`config.mk`:
```
export PLATFORM = sky130hd
export DESIGN_NAME = cpu_run_ctrl
export DESIGN_NICKNAME = d
export VERILOG_FILES = /design/src/rtl/cpu_run_ctrl.sv
export SDC_FILE = /design/constraint.sdc
export NUM_CORES = 1
export LEC_CHECK = 0
export CAP_MARGIN = 20
export CORE_ASPECT_RATIO = 1.75
export CORE_MARGIN = 5
export CORE_UTILIZATION = 37
export CTS_BUF_LIST = sky130_fd_sc_hd__clkbuf_16
export CTS_CLUSTER_DIAMETER = 40
export DETAILED_ROUTE_END_ITERATION = 8
export PLACE_DENSITY_LB_ADDON = 0.3
export SETUP_SLACK_MARGIN = 0.4
export SYNTH_ARGS = -nofsm -noshare
export SYNTH_HDL_FRONTEND = slang
export SYNTH_SLANG_ARGS = --single-unit
```
`constraint.sdc`:
```
create_clock -name clk -period 2.4 [get_ports clk]
set_input_delay 0.6 -clock clk [delete_from_list [all_inputs] [get_ports clk]]
set_output_delay 0.6 -clock clk [all_outputs]
set_load 0.1 [all_outputs]
```
`src/rtl/cpu_run_ctrl.sv`:
```
// cpu_run_ctrl: debounced run/halt/single-step control gating the CPU clock-enable, with address breakpoint.
module cpu_run_ctrl #(
  parameter int ADDR_W   = 4,
  parameter int DEBOUNCE = 4
) (
  input  logic              clk,
  input  logic              n_rst,
  input  logic              run_btn,
  input  logic              step_btn,
  input  logic              halt_btn,
  input  logic              bp_en,
  input  logic [ADDR_W-1:0] bp_addr,
  input  logic [ADDR_W-1:0] pc,
  output logic              cpu_en,
  output logic              halted,
  output logic [7:0]        instr_cnt
);
  localparam int CW = $clog2(DEBOUNCE);
  typedef enum logic [1:0] {S_HALT, S_RUN, S_STEP} state_t;
  state_t     r_state;
  logic       r_armed;
  logic [2:0] w_raw;
  logic [2:0] w_pulse;
  logic       w_bp_hit;
  logic       w_stop;
  assign w_raw = {halt_btn, step_btn, run_btn};
  for (genvar g = 0; g < 3; g++) begin : g_db
    logic [CW-1:0] r_cnt;
    logic          r_db;
    logic          r_db_q;
    always_ff @(posedge clk) begin
      if (n_rst) begin
        r_cnt  <= '0;
        r_db   <= 1'b0;
        r_db_q <= 1'b0;
      end else begin
        r_db_q <= r_db;
        if (w_raw[g] == r_db) begin
          r_cnt <= '0;
        end else if (r_cnt == CW'(DEBOUNCE - 1)) begin
          r_db  <= w_raw[g];
          r_cnt <= '0;
        end else begin
          r_cnt <= r_cnt + 1'b1;
        end
      end
    end
    assign w_pulse[g] = r_db & ~r_db_q;
  end
  // armed blocks an immediate re-hit when resuming from the breakpoint address
  assign w_bp_hit = bp_en & r_armed & (pc == bp_addr);
  assign w_stop   = w_pulse[2] | w_bp_hit;
  assign cpu_en   = ~n_rst & ((r_state == S_STEP) | ((r_state == S_RUN) & ~w_stop));
  always_ff @(posedge clk) begin
    if (n_rst) begin
      r_state   <= S_HALT;
      halted    <= 1'b1;
      instr_cnt <= 8'd0;
      r_armed   <= 1'b0;
    end else begin
      instr_cnt <= instr_cnt + {7'd0, cpu_en};
      case (r_state)
        S_HALT: begin
          if (w_pulse[1]) begin
            r_state <= S_STEP;
            halted  <= 1'b0;
          end else if (w_pulse[0]) begin
            r_state <= S_RUN;
            halted  <= 1'b0;
            r_armed <= 1'b0;
          end
        end
        S_STEP: begin
          r_state <= S_HALT;
          halted  <= 1'b1;
        end
        S_RUN: begin
          if (w_stop) begin
            r_state <= S_HALT;
            halted  <= 1'b1;
          end else begin
            r_armed <= 1'b1;
          end
        end
        default: begin
          r_state <= S_HALT;
          halted  <= 1'b1;
        end
      endcase
    end
  end
endmodule

```
==> results of run 1 <==
[cells in the mapped netlist]
cell / n / area share
sky130_fd_sc_hd__a21oi_1: 1 / 0.0052
sky130_fd_sc_hd__nor4b_1: 1 / 0.0091
sky130_fd_sc_hd__nor2_1: 16 / 0.063
sky130_fd_sc_hd__mux2i_1: 3 / 0.031
sky130_fd_sc_hd__clkbuf_1: 2 / 0.0078
sky130_fd_sc_hd__dfxtp_1: 24 / 0.50
sky130_fd_sc_hd__nor4_1: 1 / 0.0065
sky130_fd_sc_hd__o21ai_0: 2 / 0.010
sky130_fd_sc_hd__o41ai_1: 1 / 0.0091
sky130_fd_sc_hd__xnor2_1: 7 / 0.064
sky130_fd_sc_hd__nor2b_1: 6 / 0.039
sky130_fd_sc_hd__inv_1: 3 / 0.012
sky130_fd_sc_hd__or4b_1: 1 / 0.010
sky130_fd_sc_hd__nand2_1: 3 / 0.012
sky130_fd_sc_hd__a31oi_1: 1 / 0.0065
sky130_fd_sc_hd__xor2_1: 6 / 0.055
sky130_fd_sc_hd__nand3_1: 4 / 0.021
sky130_fd_sc_hd__and3_1: 2 / 0.013
sky130_fd_sc_hd__ha_1: 5 / 0.065
sky130_fd_sc_hd__nand2b_1: 3 / 0.020
sky130_fd_sc_hd__nand3b_1: 1 / 0.0078
sky130_fd_sc_hd__or3_1: 4 / 0.026
sky130_fd_sc_hd__or4_1: 1 / 0.0078
[flip-flops by register name, indices dropped and copies added (netlist names)]
name	cells
g_db.r_cnt	6
r_state	2
g_db.r_db_q	3
halted	1
g_db.r_db	3
instr_cnt	8
r_armed	1
[worst max path at each step]
stage | from | cells past startpoint | slack (ns) | to
2_1_floorplan | n_rst | 8 | 0.03 | instr_cnt[5]
3_3_place_gp | bp_addr[0] | 5 | -0.20 | cpu_en
3_5_place_dp | bp_addr[0] | 9 | -0.23 | instr_cnt[4]
4_1_cts | pc[3] | 6 | 0.14 | cpu_en
5_1_grt | pc[3] | 6 | 0.05 | cpu_en
6_report | pc[3] | 6 | 0.12 | cpu_en
[cell families after synthesis]
logic type,Yosys count,synth area share
and+or+nand+nor,43,0.234
AOI/OAI and AO/OA,5,0.0313
DFF,24,0.500
muxes,3,0.0313
buffers and inverters,5,0.0195
adders and majority gates,5,0.0651
xor gates and xnor gates,13,0.118
[critical path, stage by stage]
cell	delay, ns
sky130_fd_sc_hd__buf_8	0.10
sky130_fd_sc_hd__xnor2_4	0.15
sky130_fd_sc_hd__nand2_2	0.09
sky130_fd_sc_hd__o41ai_4	0.42
sky130_fd_sc_hd__o21ai_4	0.12
sky130_fd_sc_hd__buf_12	0.18
[layout make-up]
type | count | area [sq um]
Sequential cell | 24 | 480
Multi-Input combinational cell | 69 | 644
Fill cell | 220 | 997
Timing Repair Buffer | 26 | 248
Tap cell | 26 | 32.5
Clock inverter | 1 | 3.75
Clock buffer | 3 | 75.1
Inverter | 3 | 11.3
[through the flow]
stage | hold WS, ns | util | area [sq um] | cells
final | 0.418 | 0.600 | 1500 | 152
after global routing | 0.441 | 0.600 | 1500 | 152
after CTS | 0.422 | 0.577 | 1440 | 152
after detailed placement | 0.411 | 0.519 | 1290 | 146
after global placement | 0.405 | 0.519 | 1290 | 146
after floorplan | 0.397 | - | 1060 | 98
[routing by layer]
| layer | vias up | track usage | part of all wire |
|---|---|---|---|
| met5 | - | 0 | 0 |
| met4 | 0 | 0.0404 | 0.012 |
| met3 | 5 | 0.0287 | 0.046 |
| met2 | 16 | 0.236 | 0.59 |
| met1 | 381 | 0.106 | 0.35 |
| li1 | 384 | - | - |
[power by group through the flow]
| stage | Combinational, uW | Sequential (uW) | Clock [uW] |
|---|---|---|---|
| floorplan | 37.1 | 452 | 0 |
| global placement | 98.8 | 424 | 0 |
| detailed placement | 102 | 424 | 0 |
| CTS | 105 | 415 | 362 |
| global route | 122 | 416 | 384 |
| finish | 112 | 415 | 356 |
[timing repair]
action	4_1_cts	5_1_grt
pin swaps	8	4
endpoints found under the setup margin	9	8
hold buffers	0	0
setup buffers	2	0
endpoints found under the hold margin	0	0
gates resized for setup	40	8
==> results.txt, run 1 <==
The slew of the pin with the lowest slew margin is 0.349 ns. The start-to-end type of the worst setup path is input port to output pin. The total global routing overflow came out at 0. The initial antenna violation count was 0. Of the synthesized area, sequential elements account for 0.500.

The number of DRC violations after detailed routing is 0. The number of stages on the worst hold path is 1. The standby leakage power came out at 0.000586 uW. The cell area that synthesis handed to floorplanning was 961 sq um. The final-report hold violation count is 0.

The buffer type at the clock tree root is sky130_fd_sc_hd__clkbuf_16. The top achievable clock speed came out at 438 MHz. The ratio of total power to cell area came out at 591 mW/mm^2. The run finished with clean final reports.

The floorplan has 24 rows. For this block, the initial DRC count from the detailed router was 5. The peak ir drop on the vdd network came out at 0.343 mV.

Of the available clock period, the critical path in the final layout requires 0.951. Of the total power, the share spent switching nets is 0.232. The endpoint identified for the worst register-to-register timing path is instr_cnt[7]. The total global routing track utilization came out at 0.117. The most common cell after layout, fill and taps aside is sky130_fd_sc_hd__dfxtp_1. Measured against its own limit, the worst slew margin works out to 0.766. The post-detailed-routing wire length came out at 2040 um. In the layout the commonest cells are sky130_fd_sc_hd__dfxtp_1, sky130_fd_sc_hd__nor2_1, sky130_fd_sc_hd__buf_4.

The source-to-sink clock delay at the later pin of the worst-skew pair is 0.25 ns. The maximum fanout encountered on the critical timing path is 2. The TritonCTS clock tree is built.

The max capacitance violation total is 0. The layout-stage area growth over the synthesis result is 55.6%. Setup slack on the worst reg-to-reg path comes out at 0.39 ns. Of the total power, the clock network draws 0.403. The worst setup path is captured at an output pin.

The internal power summed over all cells is 678 uW. The startpoint of the worst register-to-register path is g_db[2].r_db. The depth of the CTS H-tree came out at 1.

The number of different library cells used by synthesis comes to 23. The half-perimeter wire length of the detailed placement result is 1520 um. The number of nets in the finished design is 146. The max-slew violation count came to 0. The mean post-synth cell area came out at 9.81 sq um.

The final antenna-violating net count came out at 0. The overall die height came out at 77.4 um. The horizontal extent of the die came out at 48.5 um. Data on the critical path arrives at its endpoint at 1.68 ns. The maximum number of buffers from clock root to sink is 2. The count of input and output buffers is 23. The number of buffers created by CTS came out at 3. The final worst clock skew is 0.00373 ns.

The net switching power is 205 uW. The sequential share of power is 0.470. The floorplan core area is 0.00249 sq mm.

The post-detailed-route via-to-cell ratio is 5.17. Adding up every negative setup slack in the final design gives 0 ns. The number of register bits inferred by synthesis is 24. The via count is 786.

Prior to clock tree synthesis, the placed netlist has a worst setup slack of -0.226 ns. The final setup violation count came out at 0. The final worst slack is 0.118 ns.

The count of TritonRoute iterations in the first routing pass came out at 3. The number of antenna diodes in the final layout is 0. The worst path needs 2.28 ns of the cycle, external delays included. The combinational power share came out at 0.127. The total power of the final layout is 884 uW. The last weighted congestion value of the routability-driven placer came out at 0.647. The gate count of the mapped netlist is 98. The share of layout cells above drive strength 1 came out at 0.333. The number of nets in the synthesized netlist is 117. The worst hold path begins at g_db[2].r_cnt[0]. The largest net degree at the start of global routing is 23. The initial standard-cell utilization of the core is 0.386. The count of boundary I/O pins came out at 24. The global-route wire length before repair came out at 3460 um. The die outline area is 0.00376 sq mm. The category of the worst setup path launch point is an input port. After clock tree synthesis, the clock-pin slew on the worst setup and hold paths is 0.06 ns. The destination of the worst hold path is g_db[2].r_cnt[0]. The length in cells of the worst reg-to-reg path came out at 10. The routed wire length per instance came out at 13.4 um. The required time of the critical path came out at 1.80 ns.

The number of global-route vias before repair came out at 834. The path type of the worst min-delay path is register to register. Setup repair after global routing could not meet its margin everywhere. The number of warnings printed during yosys synthesis came out at 0. The tree built by TritonCTS fans out to 24 sinks.
No activity file was read; power rests on OpenSTA's default activity.
==> inputs of run 2 (changes only) <==
Settings changed: SLEW_MARGIN from default to 10.
==> results of run 2 <==
No change in the layout: final DEF, timing and power equal those of run 1.
